**src/rtl/if_pc_btb.sv**
```systemverilog
// Fetch-stage PC generator with a direct-mapped BTB and 2-bit saturating predictors.
// Branch prediction storage exists only when IF_BRANCH_PRED_EN is defined; otherwise static not-taken.
module if_pc_btb #(
  parameter logic [31:0] RESET_PC    = 32'h0000_3000,
  parameter int unsigned BTB_ENTRIES = 16
) (
  input  logic        clk,
  input  logic        rstn,
  input  logic        fStall,
  input  logic        ex_redirect,
  input  logic [31:0] ex_redirect_pc,
  input  logic        ex_upd,
  input  logic [31:0] ex_upd_pc,
  input  logic        ex_upd_taken,
  input  logic [31:0] ex_upd_target,
  output logic [31:0] pc_f,
  output logic        br_pred_f,
  output logic [31:0] pc_next
);

  logic [31:0] pc_q;
  logic [31:0] pred_pc;

  assign pc_f = pc_q;

`ifdef IF_BRANCH_PRED_EN
  localparam int unsigned IDX  = $clog2(BTB_ENTRIES);
  localparam int unsigned TAGW = 30 - IDX;

  logic [BTB_ENTRIES-1:0] valid_q;
  logic [TAGW-1:0]        tag_q [BTB_ENTRIES];
  logic [29:0]            tgt_q [BTB_ENTRIES];
  logic [1:0]             ctr_q [BTB_ENTRIES];

  logic [IDX-1:0]  l_idx, u_idx;
  logic [TAGW-1:0] l_tag, u_tag;
  logic            l_hit, u_hit;
  logic            unused_lo;

  assign l_idx = pc_q[IDX+1:2];
  assign l_tag = pc_q[31:IDX+2];
  assign u_idx = ex_upd_pc[IDX+1:2];
  assign u_tag = ex_upd_pc[31:IDX+2];

  assign l_hit     = valid_q[l_idx] && (tag_q[l_idx] == l_tag);
  assign u_hit     = valid_q[u_idx] && (tag_q[u_idx] == u_tag);
  assign br_pred_f = l_hit && ctr_q[l_idx][1];
  assign pred_pc   = br_pred_f ? {tgt_q[l_idx], 2'b00} : pc_q + 32'd4;

  // Low address bits are not stored; targets are kept word-aligned.
  assign unused_lo = ^{ex_upd_pc[1:0], ex_upd_target[1:0]};

  always_ff @(posedge clk or negedge rstn) begin
    if (!rstn) begin
      valid_q <= '0;
      for (int unsigned i = 0; i < BTB_ENTRIES; i++) begin
        tag_q[i] <= '0;
        tgt_q[i] <= '0;
        ctr_q[i] <= 2'b01;
      end
    end else if (ex_upd) begin
      if (u_hit) begin
        if (ex_upd_taken) begin
          if (ctr_q[u_idx] != 2'b11) ctr_q[u_idx] <= ctr_q[u_idx] + 2'd1;
          tgt_q[u_idx] <= ex_upd_target[31:2];
        end else if (ctr_q[u_idx] != 2'b00) begin
          ctr_q[u_idx] <= ctr_q[u_idx] - 2'd1;
        end
      end else if (ex_upd_taken) begin
        valid_q[u_idx] <= 1'b1;
        tag_q[u_idx]   <= u_tag;
        tgt_q[u_idx]   <= ex_upd_target[31:2];
        ctr_q[u_idx]   <= 2'b10;
      end
    end
  end
`else
  logic unused_ex;

  assign br_pred_f = 1'b0;
  assign pred_pc   = pc_q + 32'd4;
  assign unused_ex = ^{ex_upd, ex_upd_pc, ex_upd_taken, ex_upd_target, BTB_ENTRIES[0]};
`endif

  always_comb begin
    pc_next = pred_pc;
    if (ex_redirect)  pc_next = ex_redirect_pc;
    else if (fStall)  pc_next = pc_q;
  end

  always_ff @(posedge clk or negedge rstn) begin
    if (!rstn) pc_q <= RESET_PC;
    else       pc_q <= pc_next;
  end

endmodule
```
**config.mk**
```make
export PLATFORM = sky130hd
export DESIGN_NAME = if_pc_btb
export DESIGN_NICKNAME = d
export VERILOG_FILES = /design/src/rtl/if_pc_btb.sv
export SDC_FILE = /design/constraint.sdc
export NUM_CORES = 1
export LEC_CHECK = 0
export ABC_AREA = 0
export CAP_MARGIN = 25
export CORE_MARGIN = 5
export CORE_UTILIZATION = 31
export CTS_CLUSTER_DIAMETER = 50
export DETAILED_ROUTE_END_ITERATION = 10
export PLACE_DENSITY = 0.81
export SLEW_MARGIN = 10
export SYNTH_ARGS = -nofsm -noshare
export SYNTH_HDL_FRONTEND = slang
export SYNTH_SLANG_ARGS = --single-unit
```
**constraint.sdc**
```tcl
create_clock -name clk -period 3.25 [get_ports clk]
set_input_delay 0.8125 -clock clk [delete_from_list [all_inputs] [get_ports clk]]
set_output_delay 0.8125 -clock clk [all_outputs]
set_load 0.01 [all_outputs]
```
Word level (Yosys, flattened, before mapping):

Cells that the tools add are included.

* register bits: 32
* input port bits: 102
* output and inout port bits: 65
* logic and storage cells: 4

* add/subtract/negate cells: 1
* muxes and demuxes: 2

Operators with widths (number)
* $mux 32: 2
* $add 32x3->32 const B: 1

Longest topological paths before layout:

* depth after elaboration: 3
* depth in mapped cells: 6
* depth with buffers taken out: 5

Worst setup path after synthesis:

No wires, ideal clock.

* path type: input-to-output
* start: in fStall
* end: out pc_next[31]
* arrival time: 2.410 ns
* required time: 2.438 ns
* path slack: 0.028 ns
* stages on the path: 5
* buffers on the path: 1
* path through: nand4b_1 > or4_1 > clkbuf_2 > or4_1 > a31oi_1

* word-level cells in the longest chain between the ends: 2

RTL lines
* start, declared: line 9 `input logic fStall,`
* $mux 32: line 88 `else if (fStall) pc_next = pc_q;`
* $mux 32: line 87 `if (ex_redirect) pc_next = ex_redirect_pc;`
* end, declared: line 18 `output logic [31:0] pc_next`

No other way between the ends.

Worst setup path after layout:

* start: in fStall
* end: reg pc_q[27] (netlist: pc_f[27])

* word-level cells in the longest chain between the ends: 2

RTL lines
* $mux 32: line 88
* $mux 32: line 87
* end signal, assigned: line 93 `else pc_q <= pc_next;`
* end, declared: line 21 `logic [31:0] pc_q;`

No other way between the ends.

==> flow_metrics.tcl <==
set metrics [dict create \
    drt-initial-drc-count 108 \
    holdWs_ns 0.533 \
    die_h_um 86.6 \
    p_per_area_nw_per_um2 346 \
    drive_above_1_share 0.354 \
    worst_setup_path_start_kind "input pin" \
    ir_worst_vdd_uv 236 \
    synth-edff-count 0 \
    largest_reg_flops 32 \
    routed_via_density 5.12 \
    fmax_mhz 291 \
    slew_headroom 0.487 \
    yosysSeqAreaShare 0.442 \
    ys_ff_latch 32 \
    numCtsBuffers 5 \
    final_area_um2 3750 \
    path_cells "buf_8, nand4b_1, or4_4, buf_6, buf_4, o41ai_4, a31oi_2, buf_4, buf_4, buf_4, buf_4, buf_4, buf_4, buf_4, buf_4, buf_4, buf_4" \
    cts_root_buffer "clkbuf_8" \
    start_util 0.324 \
    syn-cell-area_um2 1820 \
    htree_levels 2 \
    ant_nets 0 \
    ys.flop_type "dfrtp_1" \
    ys.warnings.count 0 \
    drt_first_pass_iters 4 \
    drcViolationCount 0 \
    grt_pass1_vias 2441 \
    syn_inst 207 \
    die_width_um 86.6 \
    p_leak_nw 1.62 \
    endpoint_kind "register" \
    fin_nets 481 \
    cts_hold_buf 0 \
    period_needed_ns 3.44 \
    synth_area_leaders "dfrtp_1, nand2_1, xnor2_1" \
    ys_types 38 \
    cpPeakStageDelay_ns 0.60 \
    placed_area_um2 3200 \
    yosysTopAreaCell "dfrtp_1" \
    clk_latency_ns 0.28 \
    clock-sinks 32 \
    grtUsageTotal 0.200 \
    worstPathMaxFanout 5 \
    antennaDiodeCount 0 \
    syn_avg_cell_area_um2 8.78 \
    wl_per_cell_um 17.0 \
    crit_slowest_cell "or4_4" \
    fillers 457 \
    tightestPinTransition_ns 0.769 \
    grt_pass1_wl_mm 12.0 \
    placeableCoreArea_um2 5610 \
    synth.top_cells.by_count "dfrtp_1, nand2_1, o21ai_0" \
    placed_cells 413 \
    cp_common_cell "buf_4" \
    stdcell_count 451 \
    syn_nets 310 \
    grt_max_degree 33 \
    r2r_cells 16 \
    netlist.area_leader.share 0.413 \
    crit_type "in -> reg" \
    portBuffers 99 \
    seq_area_um2 803 \
    min_path_cells 1 \
    clock_skew_ns 0.00769 \
    slew_violations 0 \
    status "finished, violations left" \
    cts_tree "built" \
    ioPinCount 167 \
    vias 2311 \
    place_congestion 0.847 \
    setup_slack_ns -0.190 \
    area_growth_pct 106 \
    cp_data_arrival_time_ns 3.62 \
    maxCapViolations 0 \
    setup_viol 11 \
    antenna_found_initial 0 \
    hold_viol 0 \
    hold_class "reg -> reg" \
    clk_pin_slew_ns 0.07 \
    num_rows 27 \
    multi_input_area_um2 1160 \
    dp_hpwl_mm 5.17 \
    crit_required_ns 3.43 \
    clk_path_buf_depth 2 \
    violations "setup timing" \
    overflow 0 \
    finalCritPeriodShare 1.06 \
    wl_mm 7.68 \
    rsz0062_at_grt "true" \
    yosysMostFrequentCell "dfrtp_1" \
    async_reset_ff_frac 1.00 \
    dieArea_um2 7500 \
]
final timing paths:
path                          start  endpoint  slack [ns]
max in group asynchronous      rstn  pc_f[22]        2.15
max reg2reg                pc_f[12]  pc_f[27]       -0.04
min                         pc_f[1]   pc_f[1]        0.53
min in group asynchronous      rstn  pc_f[27]        0.60
max                          fStall  pc_f[27]       -0.19
min reg2reg                 pc_f[1]   pc_f[1]        0.53
through the flow:
| step | util | total power (W) | setup WS (ns) | setup TNS, ns |
|---|---|---|---|---|
| 6_report | 0.669 | 0.00130 | -0.190 | -1.34 |
| 5_1_grt | 0.669 | 0.00136 | -0.286 | -2.02 |
| 4_1_cts | 0.643 | 0.00129 | -0.148 | -0.485 |
| 3_5_place_dp | 0.571 | 0.000921 | -0.995 | -17.81 |
| 3_3_place_gp | 0.571 | 0.000909 | -0.904 | -16.13 |
| 2_1_floorplan | - | 0.000620 | 0.0279 | 0 |
critical path, delay by kind of cell:
| kind | cells | cell delay (ns) |
|---|---|---|
| buf+inv | 13 | 1.66 |
| simple gates | 2 | 0.77 |
| compound gates | 2 | 0.38 |
logic make-up after synthesis:
group	share of synthesized area
compound gates	0.138
flops	0.442
other cells	0.00206
mux	0.0179
buf+inv	0.0489
xor+xnor	0.0674
fa+ha+maj	0.00688
simple gates	0.277
cells in the final DEF, fill, tap and decap left out, types with 2 or more instances in the layout:
cell,synthesis,layout
clkdlybuf4s50_1,0,73
o21ai_1,0,4
buf_2,1,7
xor2_1,2,2
inv_1,11,11
dfstp_2,2,2
or4_4,0,8
dlymetal6s2s_1,0,5
buf_4,1,70
xnor2_1,12,12
nand4_1,6,6
nor2_1,16,16
a31oi_4,0,4
or3_1,4,3
clkbuf_1,7,2
a31oi_1,9,2
buf_6,0,10
dfrtp_1,30,30
nor4_2,1,4
o31ai_2,0,2
nor3_1,4,3
a31oi_2,0,3
dlygate4sd2_1,0,6
clkbuf_8,0,6
o211ai_1,3,3
nand3_1,12,9
a311o_1,3,3
o21ai_0,17,13
or4_1,10,2
mux2_2,2,2
nand2_1,28,28
nor4_1,5,2
nand3_4,0,3
final cells by class:
type,instances,share of cell area
timing repair buffer,175,0.419
tap,72,0.0240
inverter,11,0.0110
multi-input combinational,153,0.308
sequential,32,0.214
clock buffer,8,0.0240
what timing repair did:
item | 4_1_cts | 5_1_grt
setup endpoints to repair | 32 | 19
gates cloned | 1 | 0
hold endpoints to repair | 0 | 0
buffers inserted | 29 | 2
pin swaps | 13 | 7
gates resized for setup | 89 | 33
power breakdown:
group	switching, W	internal (W)	leakage [nW]
Sequential	0.0000374	0.000438	0.375
Combinational	0.000216	0.000287	1.20
Clock	0.000147	0.000173	0.0455
routing by layer:
| layer | GRT usage | wire length, um | vias to the layer above |
|---|---|---|---|
| li1 | - | - | 1096 |
| met1 | 0.226 | 2910 | 1107 |
| met2 | 0.371 | 4080 | 101 |
| met3 | 0.0608 | 615 | 7 |
| met4 | 0.0354 | 64 | 0 |
| met5 | 0 | 0 | - |
(Power assumes the default switching activity.)
